## src/rtl/stack_arb_pkg.sv

```systemverilog
// Shared types and constants for the stack_arbiter controller and its testbench.
package stack_arb_pkg;

  typedef enum logic [1:0] {
    IDLE  = 2'd0,
    ISSUE = 2'd1,
    WAIT  = 2'd2,
    RESP  = 2'd3
  } state_t;

  localparam logic OP_PUSH = 1'b0;
  localparam logic OP_POP  = 1'b1;

  localparam int POP_LAT_MAX = 4;
  localparam int CNT_W       = $clog2(POP_LAT_MAX);

  // A request is rejected before it reaches the stack when it cannot complete.
  function automatic logic op_illegal(input logic op, input logic empty, input logic full);
    return (op == OP_PUSH) ? full : empty;
  endfunction

endpackage

```

## src/rtl/stack_arbiter_rr_arb2.sv

```systemverilog
// Two-way round-robin arbiter; the pointer names the requester favoured on a tie.
module rr_arb2 (
  input  logic       Clk,
  input  logic       Rst,
  input  logic [1:0] req,
  input  logic       grant_en,
  output logic [1:0] gnt
);

  logic r_ptr;

  always_comb begin
    // NOTE: gnt gets a default before the case so no latch is inferred.
    gnt = 2'b00;
    case (req)
      2'b01:   gnt = 2'b01;
      2'b10:   gnt = 2'b10;
      2'b11:   gnt = r_ptr ? 2'b10 : 2'b01;
      default: gnt = 2'b00;
    endcase
  end

  always_ff @(posedge Clk or negedge Rst) begin
    // NOTE: sequential state is updated with non-blocking assignments only.
    if (!Rst) begin
      r_ptr <= 1'b0;
    end else if (grant_en && |gnt) begin
      r_ptr <= gnt[0];
    end
  end

endmodule

```

## src/rtl/stack_arbiter.sv

```systemverilog
// Shares one push-down stack between two clients: round-robin grant, legality
// screening, one-cycle En pulse, and registered acknowledge with pop data.
module stack_arbiter
  import stack_arb_pkg::*;
#(
  parameter int DATA_W  = 8,
  parameter int POP_LAT = 1
) (
  input  logic              Clk,
  input  logic              Rst,
  input  logic              req0,
  input  logic              req1,
  input  logic              op0,
  input  logic              op1,
  input  logic [DATA_W-1:0] wdata0,
  input  logic [DATA_W-1:0] wdata1,
  output logic              ack0,
  output logic              ack1,
  output logic              err0,
  output logic              err1,
  output logic [DATA_W-1:0] rdata0,
  output logic [DATA_W-1:0] rdata1,
  output logic              stk_en,
  output logic              stk_pushpop,
  output logic [DATA_W-1:0] stk_wdata,
  input  logic [DATA_W-1:0] stk_rdata,
  input  logic              stk_empty,
  input  logic              stk_full,
  output logic              busy
);

  state_t             r_state, w_state_nxt;
  logic               r_win, w_win_nxt;
  logic               r_op, w_op_nxt;
  logic [CNT_W-1:0]   r_cnt, w_cnt_nxt;

  logic               r_stk_en, w_stk_en_nxt;
  logic               r_stk_pushpop, w_stk_pushpop_nxt;
  logic [DATA_W-1:0]  r_stk_wdata, w_stk_wdata_nxt;
  logic [1:0]         r_ack, w_ack_nxt;
  logic [1:0]         r_err, w_err_nxt;
  logic [DATA_W-1:0]  r_rdata0, w_rdata0_nxt;
  logic [DATA_W-1:0]  r_rdata1, w_rdata1_nxt;
  logic               r_busy;

  logic [1:0]         w_req;
  logic [1:0]         w_gnt;
  logic               w_grant_en;
  logic               w_win_id;
  logic               w_win_op;
  logic [DATA_W-1:0]  w_win_wdata;

  assign w_req       = {req1, req0};
  assign w_grant_en  = (r_state == IDLE) && (|w_req);
  assign w_win_id    = w_gnt[1];
  assign w_win_op    = w_win_id ? op1 : op0;
  assign w_win_wdata = w_win_id ? wdata1 : wdata0;

  rr_arb2 u_arb (
    .Clk      (Clk),
    .Rst      (Rst),
    .req      (w_req),
    .grant_en (w_grant_en),
    .gnt      (w_gnt)
  );

  always_comb begin
    w_state_nxt       = r_state;
    w_win_nxt         = r_win;
    w_op_nxt          = r_op;
    w_cnt_nxt         = r_cnt;
    w_stk_en_nxt      = 1'b0;
    w_stk_pushpop_nxt = 1'b0;
    w_stk_wdata_nxt   = '0;
    w_ack_nxt         = 2'b00;
    w_err_nxt         = 2'b00;
    w_rdata0_nxt      = r_rdata0;
    w_rdata1_nxt      = r_rdata1;

    case (r_state)
      IDLE: begin
        if (|w_req) begin
          w_win_nxt = w_win_id;
          w_op_nxt  = w_win_op;
          if (op_illegal(w_win_op, stk_empty, stk_full)) begin
            w_state_nxt         = RESP;
            w_ack_nxt[w_win_id] = 1'b1;
            w_err_nxt[w_win_id] = 1'b1;
            if (w_win_id) w_rdata1_nxt = '0;
            else          w_rdata0_nxt = '0;
          end else begin
            w_state_nxt       = ISSUE;
            w_stk_en_nxt      = 1'b1;
            w_stk_pushpop_nxt = w_win_op;
            w_stk_wdata_nxt   = w_win_wdata;
          end
        end
      end
      ISSUE: begin
        if (r_op == OP_POP) begin
          w_state_nxt = WAIT;
          w_cnt_nxt   = '0;
        end else begin
          w_state_nxt      = RESP;
          w_ack_nxt[r_win] = 1'b1;
          if (r_win) w_rdata1_nxt = '0;
          else       w_rdata0_nxt = '0;
        end
      end
      WAIT: begin
        // Stack data is taken on the last of POP_LAT cycles after the En pulse.
        if (r_cnt == CNT_W'(POP_LAT - 1)) begin
          w_state_nxt      = RESP;
          w_ack_nxt[r_win] = 1'b1;
          if (r_win) w_rdata1_nxt = stk_rdata;
          else       w_rdata0_nxt = stk_rdata;
        end else begin
          w_cnt_nxt = r_cnt + 1'b1;
        end
      end
      RESP: begin
        w_state_nxt = IDLE;
      end
      default: begin
        w_state_nxt = IDLE;
      end
    endcase
  end

  always_ff @(posedge Clk or negedge Rst) begin
    if (!Rst) begin
      r_state       <= IDLE;
      r_win         <= 1'b0;
      r_op          <= OP_PUSH;
      r_cnt         <= '0;
      r_stk_en      <= 1'b0;
      r_stk_pushpop <= 1'b0;
      r_stk_wdata   <= '0;
      r_ack         <= 2'b00;
      r_err         <= 2'b00;
      r_rdata0      <= '0;
      r_rdata1      <= '0;
      r_busy        <= 1'b0;
    end else begin
      r_state       <= w_state_nxt;
      r_win         <= w_win_nxt;
      r_op          <= w_op_nxt;
      r_cnt         <= w_cnt_nxt;
      r_stk_en      <= w_stk_en_nxt;
      r_stk_pushpop <= w_stk_pushpop_nxt;
      r_stk_wdata   <= w_stk_wdata_nxt;
      r_ack         <= w_ack_nxt;
      r_err         <= w_err_nxt;
      r_rdata0      <= w_rdata0_nxt;
      r_rdata1      <= w_rdata1_nxt;
      r_busy        <= (w_state_nxt != IDLE);
    end
  end

  assign stk_en      = r_stk_en;
  assign stk_pushpop = r_stk_pushpop;
  assign stk_wdata   = r_stk_wdata;
  assign ack0        = r_ack[0];
  assign ack1        = r_ack[1];
  assign err0        = r_err[0];
  assign err1        = r_err[1];
  assign rdata0      = r_rdata0;
  assign rdata1      = r_rdata1;
  assign busy        = r_busy;

endmodule

```

## config.mk

```make
export PLATFORM = sky130hd
export DESIGN_NAME = stack_arbiter
export DESIGN_NICKNAME = d
export VERILOG_FILES = /design/src/rtl/stack_arb_pkg.sv /design/src/rtl/stack_arbiter_rr_arb2.sv /design/src/rtl/stack_arbiter.sv
export SDC_FILE = /design/constraint.sdc
export NUM_CORES = 1
export LEC_CHECK = 0
export CORE_MARGIN = 2
export CORE_UTILIZATION = 47
export CTS_CLUSTER_DIAMETER = 40
export DETAILED_ROUTE_END_ITERATION = 8
export PLACE_DENSITY = 0.87
export SLEW_MARGIN = 20
export SYNTH_ARGS = -nofsm -noshare
export SYNTH_HDL_FRONTEND = slang
export SYNTH_SLANG_ARGS = --single-unit
```

## constraint.sdc

```tcl
create_clock -name Clk -period 4.25 [get_ports Clk]
set_clock_uncertainty 0.1 [all_clocks]
set_input_delay 0.85 -clock Clk [delete_from_list [all_inputs] [get_ports Clk]]
set_output_delay 0.85 -clock Clk [all_outputs]
set_load 0.02 [all_outputs]
```

# Word-level counts from Yosys, hierarchy flattened
# Index checks and enable logic that the tools add are counted.
# Widths: inputs -> output; s select.
[totals]
reg_bits = 38
output_inout_bits = 31
wordCells = 99
[op_classes]
add_sub_neg = 1
order_cmp = 4
eq_ne = 18
muxes = 48
n_reduce_logical = 15
[op_table]
columns = ["op", "n"]
rows = [
  ["$mux 8", 18],
  ["$pmux 8 s3", 2],
  ["$mux 2", 11],
  ["$ne 2x2->1 const B", 10],
  ["$reduce_and 8->1", 2],
  ["$pmux 2 s3", 2],
  ["$mux 1", 11],
  ["$eq 2x2->1 const B", 4],
  ["$pmux 2 s4", 1],
  ["$eq 2x1->1 const B", 2],
  ["$logic_and 1x1->1", 4],
  ["$logic_not 2->1", 2],
  ["$lt 1x2->1 const B", 2],
  ["$ne 2x1->1 const B", 2],
  ["$pmux 2 s2", 1],
  ["$reduce_bool 2->1", 2],
  ["$reduce_or 2->1", 2],
  ["$reduce_and 3->1", 1],
  ["$reduce_bool 3->1", 1],
  ["$add 2x1->2 const B", 1],
  ["$demux 1 s1", 2],
  ["$ge 1x1->1 const B", 2],
  ["$reduce_and 2->1", 1],
]

# Logic depth before layout (Yosys ltp)
[depth]
depth_word = 9
depth_mapped = 8
ltp_nobuf = 7

# Hierarchy
# A second synthesis with hierarchy kept.
[unflattened]
cells_unflattened = 143
hier_area_um2 = 1717.9
[modules_own_cells]
columns = ["mod", "instances", "cells_each", "area_each_um2"]
rows = [
  ["stack_arbiter", 1, 137, 1662.8],
  ["rr_arb2", 1, 6, 55.1],
]

# Worst setup path before layout
# Ideal clock, no wire load.
[synth_path]
path_type = "input to register"
startpoint = "in req1"
endpoint = "reg r_rdata1[0], in the netlist rdata1[0]"
setup_time_ns = 0.125
arrival_time_ns = 2.092
required_time_ns = 4.025
setup_slack_ns = 1.934
stages = 4
n_path_buf = 1
cell_sequence = "buf_2 > nand2_2 > a2111oi_4 > mux2_2"
[synth_between]
elab_chain_cells = 6
word_cells_on_any_way = 11
classes_between = "eq/ne (6); mux (3); reduce/logical (2)"
[synth_lines]
columns = ["element", "line_no", "text"]
rows = [
  ["start: declaration", "stack_arbiter.sv:12", "input logic req1,"],
  ["$eq 2x2->1 or $eq 2x1->1 (tied branches)", "stack_arbiter_rr_arb2.sv:15", "case (req)"],
  ["$pmux 2 s3", "stack_arbiter_rr_arb2.sv:15", ""],
  ["$mux 1", "stack_arbiter.sv:56", "assign w_win_op = w_win_id ? op1 : op0;"],
  ["$mux 1", "stack_arb_pkg.sv:19", "return (op == OP_PUSH) ? full : empty;"],
  ["$ne 2x1->1 (no line)", "--", ""],
  ["$reduce_and 8->1 (no line) (*)", "--", ""],
  ["end signal: assignment", "stack_arbiter.sv:155", "r_rdata1 <= w_rdata1_nxt;"],
  ["end: declaration", "stack_arbiter.sv:43", "logic [DATA_W-1:0] r_rdata1, w_rdata1_nxt;"],
]
# Every way passes the cells marked *; elsewhere a longest branch is shown, timed or not.
# A chain may end at the register's enable or synchronous reset.

# Final worst setup path
[layout_path]
startpoint = "in req1"
endpoint = "reg r_rdata1[4], in the netlist rdata1[4]"
# The elaborated chain is that of the path after synthesis.

==> impl_results.md <==
* First-pass GRT wire length at 6.00 mm
* Clock tree from TritonCTS: done
* Ys flop type: dfrtp_1
* Antenna Cells at 0
* HPWL after DPL at 2.75 mm
* Drt drc at 0
* Syn_nets at 199
* Clock Latency Late Sink at 290 ps
* # IOs at 63
* Die Y at 64.9 µm
* Area of the mapped netlist at 0.00174 mm²
* Hold Path Depth at 1
* WL final at 3.66 mm
* Worst rel slew slack at 0.473
* Setup bufs post-CTS at 0
* Reg-to-Reg End: rdata1[4]$_DFFE_PN0P_
* Area grow syn2layout at 43.1%
* Worst Hold Path EP: u_arb.r_ptr$_DFFE_PN0P_
* Detail Route Antenna Nets at 0
* Placer Congestion at 0.842
* Initial DRC count at 33
* Clk root buf: clkbuf_8
* Drt pass-1 iters at 4
* Asr flop ratio synth at 1.00
* Pwr Density at 576 mW/mm²
* Post-CTS Resized at 0
* Clk sinks at 38
* Maximum VDD drop at 0.313 mV
* Status: completed
* Fraction of layout cells with a size suffix above 1 at 0.145
* Fillers at 269
* H-Tree Depth at 2
* Rows at 22
* Tmin final at 2830 ps
* Hold WS at 391 ps
* Flop-to-flop setup slack at 1680 ps
* Initial Util at 0.483
* Post-synth EDFFs at 0
* Fmax at 354 MHz
* Max-cap violations at 0
* Die area at 0.00421 mm²
* Worst min path class: reg -> reg
* Crit path capture type: register
* Critical Path AT at 2900 ps
* RSZ-0062 raised after global routing: no
* Crit Path Class: in -> reg
* Via density at 4.99
* # port buffers at 62
* R2R depth at 7
* Setup violations, final at 0
* Seq/Total Area, Yosys at 0.546
* Number of global-route vias before repair at 1297
* Critical Path RT at 4330 ps
* Distinct cells, synth at 32
* Setup TNS at 0 ps
* Fin nets at 264
* Largest net degree at the start of global routing at 39
* Commonest non-fill, non-tap cell in the layout: clkdlybuf4s50_1
* Slew Limit Fails at 0
* Total track usage at 0.190
* Clk buf depth at 2
* Core Region at 0.00361 mm²
* Startpoint Class: primary input
* Flop and latch count out of synthesis at 38
* Vias at 1376
* Most frequent cells in the layout: clkdlybuf4s50_1 (61), dfrtp_1 (38), nand2_1 (25), mux2_2 (15), a21oi_1 (14)
* Final Cycle Share at 0.665
* Critical path fanouts, max at 11
* Cts hold-fix bufs at 0
* Final hold vios at 0
* Worst Tran Pin Value at 791 ps
* Num CTS Buffers at 5
* Die X at 64.9 µm
* Gate Count Post-Synth at 162
* Remaining global-route overflow at 0
* Yosys warning count at 0
* Worst r2r src: r_state[0]$_DFF_PN0_
* Syn avg cell area at 10.8 µm²
* LEAKAGE at 1.12 nW
* Initial antenna violation count at 0
* WL/cell at 13.3 µm
* Clock-pin slew on the worst setup and hold paths at 70 ps
* Hold path startpoint: u_arb.r_ptr$_DFFE_PN0P_
==> report_power, final <==
part	switching [W]	internal [W]	leakage (nW)
Sequential	0.0000471	0.000447	0.506
Clock	0.000123	0.000130	0.0472
Combinational	0.000369	0.000319	0.565
Total	0.000539	0.000897	1.12
==> kinds of logic after synthesis <==
kind of cell | Yosys count | share of synthesized area
and+or+nand+nor | 59 | 0.168
buffers and inverters | 12 | 0.0287
muxes | 18 | 0.115
AOI/OAI and AO/OA | 30 | 0.107
DFF | 38 | 0.546
adders and majority gates | 5 | 0.0359
==> Yosys cell counts (all sizes together), types with 2 or more instances <==
library cell	n	area share
buf	2	0.0072
o21ai	9	0.026
a21oi	15	0.045
clkbuf	2	0.0043
dfrtp	38	0.55
nor3	5	0.017
nor2	11	0.028
mux2i	2	0.011
nand2b	3	0.012
nand3	2	0.0086
mux2	16	0.10
inv	8	0.017
nand2	26	0.057
a31oi	2	0.0072
ha	5	0.036
and2	9	0.032
==> worst max path at each step <==
stage | start | to | slack (ps) | cells after the start
4_1_cts | req1 | rdata0[0]$_DFFE_PN0P_ | 1420 | 6
3_5_place_dp | req1 | rdata0[0]$_DFFE_PN0P_ | 1120 | 6
6_report | req1 | rdata1[4]$_DFFE_PN0P_ | 1420 | 6
3_3_place_gp | req1 | rdata1[4]$_DFFE_PN0P_ | 1160 | 6
5_1_grt | req1 | rdata0[4]$_DFFE_PN0P_ | 1300 | 6
2_1_floorplan | req1 | rdata1[0]$_DFFE_PN0P_ | 1930 | 4
==> worst max-delay path, cell delays in order <==
cell             delay, ps
clkdlybuf4s50_1        660
nor2_1                 130
nor2_4                 140
a21oi_2                 90
a2111oi_4              620
mux2_2                 410
==> per-stage QoR <==
| stage | utilization | worst slack, ps | instance area, µm² | total power (W) | instances |
|---|---|---|---|---|---|
| after global routing | 0.692 | 1300 | 2490 | 0.00153 | 276 |
| after CTS | 0.692 | 1420 | 2490 | 0.00145 | 276 |
| after global placement | 0.665 | 1160 | 2400 | 0.00117 | 268 |
| after detailed placement | 0.665 | 1120 | 2400 | 0.00119 | 268 |
| final | 0.692 | 1420 | 2490 | 0.00144 | 276 |
| after floorplan | - | 1930 | 1740 | 0.000957 | 162 |
==> sequential cells by signal, summed over array words and instances, names as in the netlist <==
signal,cells
busy,1
r_ack,2
r_cnt,2
r_err,2
r_op,1
r_state,2
r_win,1
rdata0,8
rdata1,8
stk_en,1
stk_pushpop,1
stk_wdata,8
u_arb.r_ptr,1
==> layout make-up <==
class | instances | area, µm² | share of cell area
sequential | 38 | 951 | 0.381
tap | 48 | 60.1 | 0.0241
clock buffer | 6 | 82.6 | 0.0331
inverter | 8 | 30.0 | 0.0120
clock inverter | 2 | 12.5 | 0.00502
multi-input combinational | 112 | 742 | 0.298
timing repair buffer | 62 | 616 | 0.247
==> per-layer routing <==
layer | global-route usage | vias up | part of all wire
li1 | - | 679 | -
met1 | 0.236 | 641 | 0.44
met2 | 0.307 | 49 | 0.47
met3 | 0.0625 | 7 | 0.073
met4 | 0.0718 | 0 | 0.014
met5 | 0 | - | 0
Power figures use the tool's default switching activity.
